<file path="config.mk">
export PLATFORM = sky130hd
export DESIGN_NAME = ahb_mtx_in_stg
export DESIGN_NICKNAME = d
export VERILOG_FILES = /design/src/rtl/ahb_mtx_pkg.sv /design/src/rtl/ahb_mtx_in_hold_reg.sv /design/src/rtl/ahb_mtx_in_stg.sv
export SDC_FILE = /design/constraint.sdc
export NUM_CORES = 1
export LEC_CHECK = 0
export CAP_MARGIN = 10
export CORE_UTILIZATION = 46
export DETAILED_ROUTE_END_ITERATION = 8
export GPL_TIMING_DRIVEN = 0
export PLACE_DENSITY = 0.95
export SKIP_CTS_REPAIR_TIMING = 1
export SYNTH_ARGS = -nofsm -noshare
export SYNTH_HDL_FRONTEND = slang
export SYNTH_SLANG_ARGS = --single-unit
export TNS_END_PERCENT = 5
</file>
<file path="constraint.sdc">
create_clock -name HCLK -period 4.2 [get_ports HCLK]
set_input_delay 0.84 -clock HCLK [delete_from_list [all_inputs] [get_ports HCLK]]
set_output_delay 0.84 -clock HCLK [all_outputs]
set_load 0.005 [all_outputs]
</file>
<file path="src/rtl/ahb_mtx_pkg.sv">
// Shared AHB bus-matrix definitions: transfer/response encodings, input-stage state, control bundle.
package ahb_mtx_pkg;

  localparam logic [1:0] HTRANS_IDLE   = 2'b00;
  localparam logic [1:0] HTRANS_BUSY   = 2'b01;
  localparam logic [1:0] HTRANS_NONSEQ = 2'b10;
  localparam logic [1:0] HTRANS_SEQ    = 2'b11;

  localparam logic HRESP_OKAY  = 1'b0;
  localparam logic HRESP_ERROR = 1'b1;

  typedef enum logic {PASS = 1'b0, HOLD = 1'b1} instg_state_e;

  typedef struct packed {
    logic [1:0] htrans;
    logic       hwrite;
    logic [2:0] hsize;
    logic [2:0] hburst;
    logic [3:0] hprot;
    logic       hmastlock;
  } ahb_ctrl_t;

  // NONSEQ or SEQ: a transfer the output stages must see
  function automatic logic trans_active(input logic [1:0] htrans);
    return (htrans == HTRANS_NONSEQ) || (htrans == HTRANS_SEQ);
  endfunction

endpackage

</file>
<file path="src/rtl/ahb_mtx_in_hold_reg.sv">
// Address/control holding register for a stalled master transfer; loads on load, otherwise keeps.
module ahb_mtx_in_hold_reg
  import ahb_mtx_pkg::*;
#(
  parameter int AW = 32
) (
  input  logic          HCLK,
  input  logic          HRESETn,
  input  logic          load,
  input  logic [AW-1:0] addr_d,
  input  ahb_ctrl_t     ctrl_d,
  output logic [AW-1:0] addr_q,
  output ahb_ctrl_t     ctrl_q
);

  always_ff @(posedge HCLK or negedge HRESETn) begin
    if (!HRESETn) begin
      addr_q <= '0;
      ctrl_q <= '0;
    end else if (load) begin
      addr_q <= addr_d;
      ctrl_q <= ctrl_d;
    end
  end

endmodule

</file>
<file path="src/rtl/ahb_mtx_in_stg.sv">
// Bus-matrix input stage: zero-latency address pass-through, holds and stalls the master when the output stage refuses.
// Optional locked-sequence request retention under AHBMTX_INSTG_LOCK_EN.
module ahb_mtx_in_stg
  import ahb_mtx_pkg::*;
#(
  parameter int NUM_OUT = 4,
  parameter int AW      = 32,
  parameter int CNT_W   = 8
) (
  input  logic               HCLK,
  input  logic               HRESETn,
  input  logic               HSELS,
  input  logic [AW-1:0]      HADDRS,
  input  logic [1:0]         HTRANSS,
  input  logic               HWRITES,
  input  logic [2:0]         HSIZES,
  input  logic [2:0]         HBURSTS,
  input  logic [3:0]         HPROTS,
  input  logic               HMASTLOCKS,
  input  logic               HREADYS,
  input  logic [NUM_OUT-1:0] sel_dec,
  input  logic               addr_accepted,
  input  logic               data_active,
  input  logic               HREADYM_mux,
  input  logic               HRESPM_mux,
  output logic [AW-1:0]      HADDRI,
  output logic [1:0]         HTRANSI,
  output logic               HWRITEI,
  output logic [2:0]         HSIZEI,
  output logic [2:0]         HBURSTI,
  output logic [3:0]         HPROTI,
  output logic               HMASTLOCKI,
  output logic [NUM_OUT-1:0] req_port,
  output logic               HREADYOUTS,
  output logic               HRESPS,
  output logic [CNT_W-1:0]   hold_cnt
);

  instg_state_e state_q, state_d;
  ahb_ctrl_t    live_ctrl, hold_ctrl, ctrl_i;
  logic [AW-1:0] hold_addr;
  logic         live_valid;
  logic         hold_load;
  logic [NUM_OUT-1:0] lock_req;

  assign live_valid = HSELS & HREADYS & trans_active(HTRANSS);

  always_comb begin
    live_ctrl.htrans = HTRANSS;
    live_ctrl.hwrite = HWRITES;
    live_ctrl.hsize  = HSIZES;
    live_ctrl.hburst = HBURSTS;
    live_ctrl.hprot  = HPROTS;
`ifdef AHBMTX_INSTG_LOCK_EN
    live_ctrl.hmastlock = HMASTLOCKS;
`else
    live_ctrl.hmastlock = 1'b0;
`endif
  end

  ahb_mtx_in_hold_reg #(.AW(AW)) u_hold (
    .HCLK    (HCLK),
    .HRESETn (HRESETn),
    .load    (hold_load),
    .addr_d  (HADDRS),
    .ctrl_d  (live_ctrl),
    .addr_q  (hold_addr),
    .ctrl_q  (hold_ctrl)
  );

  always_ff @(posedge HCLK or negedge HRESETn) begin
    if (!HRESETn) state_q <= PASS;
    else          state_q <= state_d;
  end

  always_comb begin
    state_d   = state_q;
    hold_load = 1'b0;
    req_port  = '0;
    case (state_q)
      PASS: begin
        req_port = live_valid ? sel_dec : lock_req;
        if (live_valid && !addr_accepted) begin
          hold_load = 1'b1;
          state_d   = HOLD;
        end
      end
      HOLD: begin
        // sel_dec decodes HADDRI, which is the held address here
        req_port = sel_dec;
        if (addr_accepted) state_d = PASS;
      end
      default: state_d = PASS;
    endcase
  end

  assign ctrl_i     = (state_q == HOLD) ? hold_ctrl : live_ctrl;
  assign HADDRI     = (state_q == HOLD) ? hold_addr : HADDRS;
  assign HTRANSI    = ctrl_i.htrans;
  assign HWRITEI    = ctrl_i.hwrite;
  assign HSIZEI     = ctrl_i.hsize;
  assign HBURSTI    = ctrl_i.hburst;
  assign HPROTI     = ctrl_i.hprot;
  assign HMASTLOCKI = ctrl_i.hmastlock;

  assign HREADYOUTS = data_active ? HREADYM_mux : (state_q != HOLD);
  assign HRESPS     = data_active ? HRESPM_mux  : HRESP_OKAY;

  always_ff @(posedge HCLK or negedge HRESETn) begin
    if (!HRESETn)
      hold_cnt <= '0;
    else if ((state_q == HOLD) && (hold_cnt != {CNT_W{1'b1}}))
      hold_cnt <= hold_cnt + CNT_W'(1);
  end

`ifdef AHBMTX_INSTG_LOCK_EN
  logic               lock_vld;
  logic [NUM_OUT-1:0] lock_port;
  logic               xfer_taken;

  // Only a real transfer taken by an output stage updates the lock owner
  assign xfer_taken = addr_accepted & ((state_q == HOLD) | live_valid);

  always_ff @(posedge HCLK or negedge HRESETn) begin
    if (!HRESETn) begin
      lock_vld  <= 1'b0;
      lock_port <= '0;
    end else if (xfer_taken) begin
      lock_vld  <= HMASTLOCKI;
      lock_port <= sel_dec;
    end
  end

  assign lock_req = (lock_vld && HMASTLOCKS && (HTRANSS == HTRANS_IDLE)) ? lock_port : '0;
`else
  logic unused_lock;
  assign unused_lock = HMASTLOCKS;
  assign lock_req    = '0;
`endif

endmodule

</file>
==> flow_metrics.env <==
export IMPL_ff_latch_area_um2=1350
export IMPL_clk_insertion_delay_late_ps=300
export IMPL_hold_violations=0
export IMPL_fmax_ghz=0.320
export IMPL_die_h_um=80.8
export IMPL_status="finished, final reports clean"
export IMPL_finalCritPeriodShare=0.744
export IMPL_synth_area_um2=2860
export IMPL_synthMuxAreaShare=0.410
export IMPL_port_buffer_count=115
export IMPL_cts_buffers=5
export IMPL_synthArstFlopShare=1.00
export IMPL_drv_cap=0
export IMPL_max_slew_margin=0.542
export IMPL_yosysTopAreaCellShare=0.473
export IMPL_synth_top_family_by_area="multiplexers"
export IMPL_arrival_ps=2280
export IMPL_yosysTopAreaCell="dfrtp_1"
export IMPL_place_hpwl_um=4780
export IMPL_yosysSeqAreaShare=0.473
export IMPL_area_growth_pct=46.7
export IMPL_gp_congestion=0.808
export IMPL_clkPwrFrac=0.189
export IMPL_skew_ps=7.48
export IMPL_crit_start="HTRANSS[1]"
export IMPL_grt_overflow=0
export IMPL_drt_iter0_drc=80
export IMPL_die_area_um2=6530
export IMPL_grt_max_degree=31
export IMPL_switching_power_mw=0.361
export IMPL_crit_path_start_kind="input port"
export IMPL_track_usage=0.200
export IMPL_drc=0
export IMPL_synth_distinct_cells=24
export IMPL_r2r_start="hold_cnt[0]"
export IMPL_holdCritStartpoint="u_hold.ctrl_q[13]"
export IMPL_routed_wl_um=6290
export IMPL_grt_pass1_vias=2081
export IMPL_htreeDepth=2
export IMPL_grt_pass1_wl_um=9970
export IMPL_drive_gt1_frac=0.350
export IMPL_cts_tree="built"
export IMPL_via_count=2002
export IMPL_synthSimpleGateAreaFrac=0.0516
export IMPL_synth_edf_count=0
export IMPL_ioPinCount=118
export IMPL_critPathRequiredTime_ps=3360
export IMPL_fin_nets=376
export IMPL_end_kind="output port"
export IMPL_yosys_top_cells_count="54 x dfrtp_1, 52 x mux2_2, 39 x mux2_4, 6 x buf_2"
export IMPL_final_antenna_net_count=0
export IMPL_combPwrFrac=0.314
export IMPL_synth_most_common_cell="dfrtp_1"
export IMPL_ctsLongestPathBuffers=2
export IMPL_synth_area_leaders="dfrtp_1 47%, mux2_2 20%, mux2_4 20%, buf_6 1.6%, buf_2 1.1%"
export IMPL_syn_avg_cell_area_um2=14.7
export IMPL_timing_hold_ws_ps=485
export IMPL_setup_ws_ps=1080
export IMPL_viasPerCell=5.11
export IMPL_first_pass_iters=4
export IMPL_synthXorXnorAreaFrac=0.0123
export IMPL_synth_compound_area_frac=0.0193
export IMPL_worst_pin_slew_ps=687
export IMPL_setup_violations=0
export IMPL_max_vdd_ir_drop_uv=187
export IMPL_critical_path_max_fanout=5
export IMPL_dieWidth_um=80.8
export IMPL_drv_slew=0
export IMPL_fillers=448
export IMPL_power_frac_seq=0.497
export IMPL_diodes=0
export IMPL_hp_class="reg -> reg"
export IMPL_internal_power_mw=1.07
export IMPL_switching_share=0.252
export IMPL_root_buffer="clkbuf_8"
export IMPL_synth_fp_nets=253
export IMPL_initial_core_util=0.480
export IMPL_grt_antenna_before_repair=0
export IMPL_cts_sinks=54
export IMPL_final_core_util=0.704
export IMPL_synth_ff_type="dfrtp_1"
export IMPL_rsz0062_at_grt="no"
export IMPL_place_ws_ps=1070
export IMPL_synthAdderAreaFrac=0.00438
export IMPL_p_leak_nw=1.85
export IMPL_path_clk_slew_ps=80
export IMPL_ys_warn_count=0
export IMPL_multiInputGateArea_um2=1430
export IMPL_coreArea_um2=5960
export IMPL_path_class="in -> out"
export IMPL_wl_per_cell_um=16.0
export IMPL_ys_ff_latch=54
export IMPL_row_count=28
export IMPL_period_minus_slack_ps=3120
export IMPL_power_density_nw_per_um2=342
export IMPL_fin_tns_setup_ps=0
export IMPL_synth_cells=194
metrics by stage:
step / std cells / cell area [um^2] / power, mW
2_1_floorplan: 194 / 2860 / 0.936
3_3_place_gp: 384 / 4100 / 1.15
3_5_place_dp: 385 / 4120 / 1.17
4_1_cts: 392 / 4200 / 1.44
5_1_grt: 392 / 4200 / 1.52
6_report: 392 / 4200 / 1.44
worst max-delay path, cell delays in order:
cell             delay, ps
clkdlybuf4s50_1        480
a31oi_1                400
nor2b_1                110
clkdlybuf4s50_1        460
registers in the layout (all words and copies together) (netlist names):
name	count
u_hold.addr_q	32
u_hold.ctrl_q	13
hold_cnt	8
state_q	1
worst paths after layout:
kind	endpoint	slack (ps)	cells after the start
setup reg to reg	hold_cnt[1]	2570	4
hold reg to reg	u_hold.ctrl_q[13]	480	1
hold / removal	u_hold.ctrl_q[13]	480	1
setup / recovery	req_port[0]	1080	4
max in group asynchronous	u_hold.addr_q[1]	3060	2
min in group asynchronous	hold_cnt[5]	570	1
logic make-up after synthesis:
logic type      count (synthesis)
mux                            91
flops                          54
simple gates                   22
buf+inv                        11
compound gates                 10
xor+xnor                        4
fa+ha+maj                       1
other cells                     1
routing by layer:
layer | up-vias | wire length (um) | track usage
li1 | 940 | - | -
met1 | 972 | 2550 | 0.246
met2 | 80 | 3150 | 0.338
met3 | 10 | 490 | 0.0551
met4 | 0 | 100 | 0.0643
met5 | - | 0 | 0
cell type report:
cell class,instances,area share
Tap cell,75,0.0224
Clock buffer,7,0.0182
Buffer,11,0.0197
Sequential cell,54,0.322
Timing Repair Buffer,116,0.278
Multi-Input combinational cell,129,0.340
power by group through the flow:
stage | Clock, mW | Combinational [mW] | Sequential, mW
global placement | 0 | 0.441 | 0.711
global route | 0.301 | 0.489 | 0.728
finish | 0.271 | 0.451 | 0.714
detailed placement | 0 | 0.455 | 0.719
CTS | 0.276 | 0.457 | 0.712
floorplan | 0 | 0.237 | 0.699
cell usage in the layout (no fill, tap or decap):
master           count
a21oi_1              4
a31oi_1              2
and2_1               3
and4_1               2
buf_12               1
buf_2                7
buf_4                1
buf_6                4
clkbuf_1             2
clkbuf_8             5
clkdlybuf4s50_1    114
conb_1               1
dfrtp_1             54
ha_1                 1
mux2_2              52
mux2_4              39
nand2_1              2
nand2b_1             2
nand3_1              2
nand4_1              2
nand4_4              1
nor2_1               3
nor2_4               1
nor2b_1              4
o211ai_1             1
o21ai_0              3
xnor2_1              3
xor2_1               1
Power figures use the tool's default switching activity.
